## src/rtl/rca_4bit.sv

```systemverilog
// 4-bit ripple-carry adder: four chained full-adder cells feeding a registered
// {c_out, sum} stage with synchronous active-low reset.

module rca_fa_cell (
    input  logic a,
    input  logic b,
    input  logic c_i,
    output logic s,
    output logic c_o
);
    logic p;

    // p is the propagate term, shared by the sum and carry equations.
    assign p   = a ^ b;
    assign s   = p ^ c_i;
    assign c_o = (a & b) | (c_i & p);
endmodule

module rca_4bit (
    input  logic       clk,
    input  logic       rst_n,
    input  logic [3:0] x,
    input  logic [3:0] y,
    input  logic       c_in,
    output logic [3:0] sum,
    output logic       c_out
);
    logic [4:0] carry;
    logic [3:0] sum_core;

    assign carry[0] = c_in;

    // Carry ripples bit 0 -> bit 3; carry[4] is the core carry-out.
    for (genvar i = 0; i < 4; i++) begin : g_cell
        rca_fa_cell u_fa (
            .a   (x[i]),
            .b   (y[i]),
            .c_i (carry[i]),
            .s   (sum_core[i]),
            .c_o (carry[i+1])
        );
    end

    always_ff @(posedge clk) begin
        if (!rst_n) begin
            sum   <= 4'h0;
            c_out <= 1'b0;
        end else begin
            sum   <= sum_core;
            c_out <= carry[4];
        end
    end
endmodule

```

## config.mk

```make
export PLATFORM = sky130hd
export DESIGN_NAME = rca_4bit
export DESIGN_NICKNAME = d
export VERILOG_FILES = /design/src/rtl/rca_4bit.sv
export SDC_FILE = /design/constraint.sdc
export NUM_CORES = 1
export LEC_CHECK = 0
export BUFFER_PORTS_ARGS = -buffer_cell sky130_fd_sc_hd__buf_2
export CAP_MARGIN = 20
export CELL_PAD_IN_SITES_DETAIL_PLACEMENT = 1
export CELL_PAD_IN_SITES_GLOBAL_PLACEMENT = 1
export CORE_AREA = 2 2 39 41
export CTS_CLUSTER_DIAMETER = 60
export DETAILED_ROUTE_END_ITERATION = 8
export DIE_AREA = 0 0 41 43
export PLACE_DENSITY = 0.51
export SLEW_MARGIN = 15
export SYNTH_ARGS = -nofsm -noshare
export SYNTH_HDL_FRONTEND = slang
export SYNTH_SLANG_ARGS = --single-unit
```

## constraint.sdc

```tcl
create_clock -name clk -period 2.4 [get_ports clk]
set_clock_uncertainty 0.1 [all_clocks]
set_input_delay 0.48 -clock clk [delete_from_list [all_inputs] [get_ports clk]]
set_output_delay 0.48 -clock clk [all_outputs]
set_load 0.005 [all_outputs]
```

==> results of run 1 <==
## power by group
part	switching [W]	total, W	leakage, nW	internal (W)
Sequential	0.00000183	0.0000947	0.0417	0.0000929
Combinational	0.0000176	0.0000428	0.151	0.0000252
Clock	0.0000305	0.0000931	0.0150	0.0000626
Total	0.0000499	0.000231	0.208	0.000181
## flip-flops by register name, indices dropped and copies added, names as in the netlist
name	flops
c_out	1
sum	4
## worst max-delay path: stages
cell	delay, ns
buf_2	0.09
inv_1	0.07
fa_1	0.17
inv_1	0.05
fa_1	0.37
fa_1	0.37
inv_1	0.08
fa_1	0.40
and2b_2	0.21
## layout make-up
| type | count | share of cell area [%] |
|---|---|---|
| Multi-Input combinational cell | 9 | 32.9 |
| Sequential cell | 5 | 27.1 |
| Timing Repair Buffer | 15 | 20.3 |
| Clock buffer | 4 | 7.12 |
| Inverter | 7 | 7.12 |
| Tap cell | 16 | 5.42 |
## path summary, 6_finish.rpt
check	to	slack, ns	depth (start not counted)
setup / recovery	sum[3]	0.21	9
hold / removal	sum[1]	0.42	2
## metal layers
metal  part of all wire [%]  vias to the layer above  wire, µm
met5                      0                        -         0
met4                      0                        0         0
met3                     20                        0        82
met2                     45                       14       187
met1                     36                       80       149
li1                       -                       93         -
## synthesized netlist by cell type, drive strengths merged
cell / n
fa: 4
and2b: 3
inv: 7
dfxtp: 5
and2: 2
## cells by family (layout without fill, tap and decap cells)
logic type / Yosys count / after routing / share of synthesized area, %
simple gates: 5 / 5 / 16.7
buf+inv: 7 / 26 / 10.6
fa+ha+maj: 4 / 4 / 32.3
flops: 5 / 5 / 40.4
## through the flow
step | cell area [µm²] | hold slack, ns | instances | power (W) | setup TNS [ns]
after global routing | 369 | 0.431 | 56 | 0.000244 | 0
after global placement | 343 | 0.655 | 52 | 0.000138 | -0.0275
after detailed placement | 343 | 0.664 | 52 | 0.000141 | -0.0534
final | 369 | 0.418 | 56 | 0.000231 | 0
after CTS | 369 | 0.415 | 56 | 0.000238 | 0
after floorplan | 248 | 0.516 | 21 | 0.000117 | 0
==> impl_summary.txt, run 1 <==
----------------------------------------------------
[CTS]
  TritonCTS Sinks ... 5
  Clock root buffer ... clkbuf_4
  Htree depth ... 1
  Post-CTS Hold Buffers ... 0
  CTS tree ... done
  CTS Buf Count ... 3
  Max Root-Sink Buffers ... 2
  Quantity of gates resized following cts ... 0
  Number of buffers inserted to repair setup after CTS ... 0
  Clock-pin slew of the registers on the worst-case setup and hold paths ... 0.04 ns

[Floorplanning]
  Placeable Area ... 1380 µm²
  Starting density of the core ... 17.9%
  Die height ... 43 µm
  Die footprint ... 1760 µm²
  Row count ... 14
  Number of I/O pins ... 16
  Die width ... 41 µm

[Min path]
  Launch point of the worst hold path ... rst_n
  Path type of the worst min-delay path ... in -> reg

[Setup path]
  Critical path class ... in -> reg
  CP Data Arrival Time ... 2.27 ns
  Endpoint type of the worst setup path ... flop
  Critical path fanouts, max ... 1
  Critical path origin ... y[0]
  Category of the worst setup path launch point ... input pin
  Required time at the worst-slack endpoint ... 2.48 ns

[Drt]
  Drt first pass iters ... 1
  DR DRC count ... 0
  Via count of the routed design ... 187
  Initial drt markers ... 0
  Drt via density ... 3.34
  Final routed wire length divided by cell count ... 7.48 µm
  Detail Route Antenna Nets ... 0
  Post-Route WL ... 419 µm

[Layout]
  Nets ... 56
  Final antenna diode count ... 0
  Most used cells in the layout excluding fill and tap cells ... buf_2 (15), inv_1 (7), dfxtp_1 (5)
  Number of filler cells placed in the layout ... 171
  Share of cells above drive strength 1 ... 57.5%
  Area used by multi-input combinational logic ... 121 µm²
  Area used by sequential logic in the layout ... 100 µm²
  Relative area change from synthesis to final layout ... 49.0%
  Leading cell type in the layout, fill and taps excluded ... buf_2
  Util after Layout ... 26.7%

[Synthesis]
  Number of warnings printed during yosys synthesis ... 0
  Gate count after technology mapping ... 21
  Cell type with the largest total area after synthesis ... dfxtp_1
  Fraction of post-synthesis cell area in the top cell type by area ... 40.4%
  Post-Syn Nets ... 36
  Total of flip-flops plus latches after synthesis ... 5
  Number of different library cells in the post-synthesis netlist ... 5
  Share of the yosys chip area belonging to registers ... 40.4%
  Mean instance size in the synthesized netlist ... 11.8 µm²
  Synthesized cell area ... 248 µm²
  Synth top area cells ... dfxtp_1 (40%), fa_1 (32%), inv_1 (11%), and2b_2 (11%), and2_2 (6.1%)

[Placement]
  Routability Congestion ... 0.561
  Worst setup slack before clock tree synthesis ... -0.0534 ns
  Number of port buffers ... 15

[Pwr]
  Cell Pwr Density ... 625 nW/µm²
  VDD IR-drop max ... 0.118 mV
  Cell leakage power ... 0.208 nW

[Timing]
  Unrepaired setup endpoints after global routing ... false
  Number of failing hold endpoints at the final stage ... 0
  Crit path setup slack, layout ... 0.209 ns
  Slew headroom ... 94.5%
  Final setup violation count ... 0
  Slew at the pin with the worst max-slew slack ... 0.0827 ns
  Final min period ... 2.19 ns
  Final count of pins violating max slew ... 0
  Period utilization ... 91.3%
  Achievable frequency ... 456 MHz

[Global routing]
  Global routing usage on met2 ... 8.44%
  Total Routing Usage GR ... 5.45%
  Via count of the first global-routing pass ... 178
  Initial antenna violation count ... 0
  Overflow left after global routing ... 0
  First-pass GRT wire length ... 579 µm
  Peak-usage layer in the global routing report ... met2
  M3 GR Usage ... 2.09%
  Largest net degree at the start of global routing ... 6
  Met1 track demand over resource in global routing ... 3.61%

[Status]
  Status ... finished, final reports clean

[Run]
  Max-cap violation count ... 0

----------------------------------------------------
Note: power is estimated with default switching activity, not from simulation.
==> run 2: changes to the inputs <==
CTS_BUF_LIST = sky130_fd_sc_hd__clkbuf_4 sky130_fd_sc_hd__clkbuf_8   (was unset)
==> impl_summary.txt, run 2 (synthesis results as in run 1) <==
----------------------------------------------------
[Setup path]
  Worst-path cell chain ... buf_2 -> inv_1 -> fa_1 -> inv_1 -> fa_1 -> fa_1 -> inv_1 -> fa_1 -> and2b_2
  Max incr delay on CP ... 0.40 ns
  Most frequent cell on the critical path ... fa_1
  Buffers and inverters on the worst path ... 4
  Delay-heaviest family, CP ... adder cells
  Critical path class ... in -> reg
  Slowest cell on the critical path ... fa_1
  Required time at the worst-slack endpoint ... 2.48 ns
  Critical path origin ... y[0]
  Endpoint type of the worst setup path ... flop
  CP Data Arrival Time ... 2.27 ns
  Critical path fanouts, max ... 1
  Category of the worst setup path launch point ... input pin

[CTS]
  Post-CTS Hold Buffers ... 0
  TritonCTS Sinks ... 5
  Number of buffers inserted to repair setup after CTS ... 0
  Htree depth ... 1
  Clock root buffer ... clkbuf_4
  CTS tree ... done
  Clock-pin slew of the registers on the worst-case setup and hold paths ... 0.04 ns
  CTS Buf Count ... 3
  Max Root-Sink Buffers ... 2
  Quantity of gates resized following cts ... 0

[Drt]
  DR DRC count ... 0
  Drt via density ... 3.36
  Final routed wire length divided by cell count ... 7.43 µm
  Drt first pass iters ... 1
  Detail Route Antenna Nets ... 0
  Post-Route WL ... 416 µm
  Initial drt markers ... 0
  Via count of the routed design ... 188

[Pwr]
  VDD IR-drop max ... 0.118 mV
  Cell internal power dissipation ... 0.000192 W
  Reg power frac ... 39.2%
  Cell leakage power ... 0.211 nW
  NetSw ... 0.0000498 W
  Combinational power share ... 17.7%
  Power share of the clock group ... 43.1%
  Switching part of the total ... 20.6%
  Cell Pwr Density ... 648 nW/µm²
  Post-layout power ... 0.000242 W

[Global routing]
  Initial antenna violation count ... 0
  Largest net degree at the start of global routing ... 6
  Via count of the first global-routing pass ... 170
  Overflow left after global routing ... 0
  Total Routing Usage GR ... 5.15%
  First-pass GRT wire length ... 565 µm

[Placement]
  Worst setup slack before clock tree synthesis ... -0.0534 ns
  Routability Congestion ... 0.561
  Number of port buffers ... 15
  Dpl cells ... 52

[Timing]
  Worst hold slack ... 0.419 ns
  Period utilization ... 91.3%
  Final setup violation count ... 0
  Final count of pins violating max slew ... 0
  Unrepaired setup endpoints after global routing ... false
  Number of failing hold endpoints at the final stage ... 0
  Achievable frequency ... 456 MHz
  Final min period ... 2.19 ns
  Slew headroom ... 94.5%
  Slew at the pin with the worst max-slew slack ... 0.0827 ns
  Crit path setup slack, layout ... 0.208 ns

[Layout]
  Count of non-filler cells in the finished layout ... 56
  Number of filler cells placed in the layout ... 169
  Most used cells in the layout excluding fill and tap cells ... buf_2 (15), inv_1 (7), dfxtp_1 (5)
  Relative area change from synthesis to final layout ... 50.5%
  Leading cell type in the layout, fill and taps excluded ... buf_2
  Number of flip-flops under the largest register name ... 4
  Share of cells above drive strength 1 ... 60.0%
  Top flop regs ... sum: 4 flops, c_out: 1 flops
  Nets ... 56
  Final antenna diode count ... 0
  Top register by number of flip-flops ... sum

[Floorplanning]
  Number of I/O pins ... 16
  Die height ... 43 µm
  Die width ... 41 µm
  Starting density of the core ... 17.9%
  Die footprint ... 1760 µm²
  Row count ... 14
  Placeable Area ... 1380 µm²

[Min path]
  Hold path endpoint ... sum[1]
  Launch point of the worst hold path ... rst_n
  Path type of the worst min-delay path ... in -> reg
  Number of cells on the worst hold path ... 2

[Run]
  Max-cap violation count ... 0

[Status]
  Status ... finished, final reports clean

----------------------------------------------------
## run 2: power groups by stage
stage	clock, W	combinational, W	sequential (W)
2_1_floorplan	0	0.0000195	0.0000980
6_report	0.000104	0.0000428	0.0000947
4_1_cts	0.000109	0.0000447	0.0000949
3_5_place_dp	0	0.0000447	0.0000964
3_3_place_gp	0	0.0000427	0.0000957
5_1_grt	0.000110	0.0000502	0.0000952
## run 2: area by class of cell
cell class	instances	area [µm²]	share of cell area, %
clock buffer	4	30.0	8.05
multi-input combinational	9	121	32.6
tap	16	20.0	5.37
sequential	5	100	26.8
timing repair buffer	15	75.1	20.1
inverter	7	26.3	7.05
## run 2: worst max-delay path by stage
stage | to | slack (ns) | cells after the start
2_1_floorplan | sum[3] | 0.13 | 8
3_3_place_gp | sum[3] | -0.03 | 9
3_5_place_dp | sum[3] | -0.05 | 9
4_1_cts | sum[3] | 0.19 | 9
5_1_grt | sum[3] | 0.12 | 9
6_report | sum[3] | 0.21 | 9
## run 2: routing by layer
layer  vias to the layer above  global-route usage, %  wire length (µm)
li1                         93                      -                 -
met1                        81                   3.61               152
met2                        14                   8.44               181
met3                         0                   2.09                82
met4                         0                   6.00                 0
met5                         -                      0                 0
## run 2: through the flow
stage | utilization (%) | area [µm²] | TNS, ns
floorplan | - | 248 | 0
global placement | 24.8 | 343 | -0.0275
detailed placement | 24.8 | 343 | -0.0534
CTS | 26.9 | 373 | 0
global route | 26.9 | 373 | 0
finish | 26.9 | 373 | 0
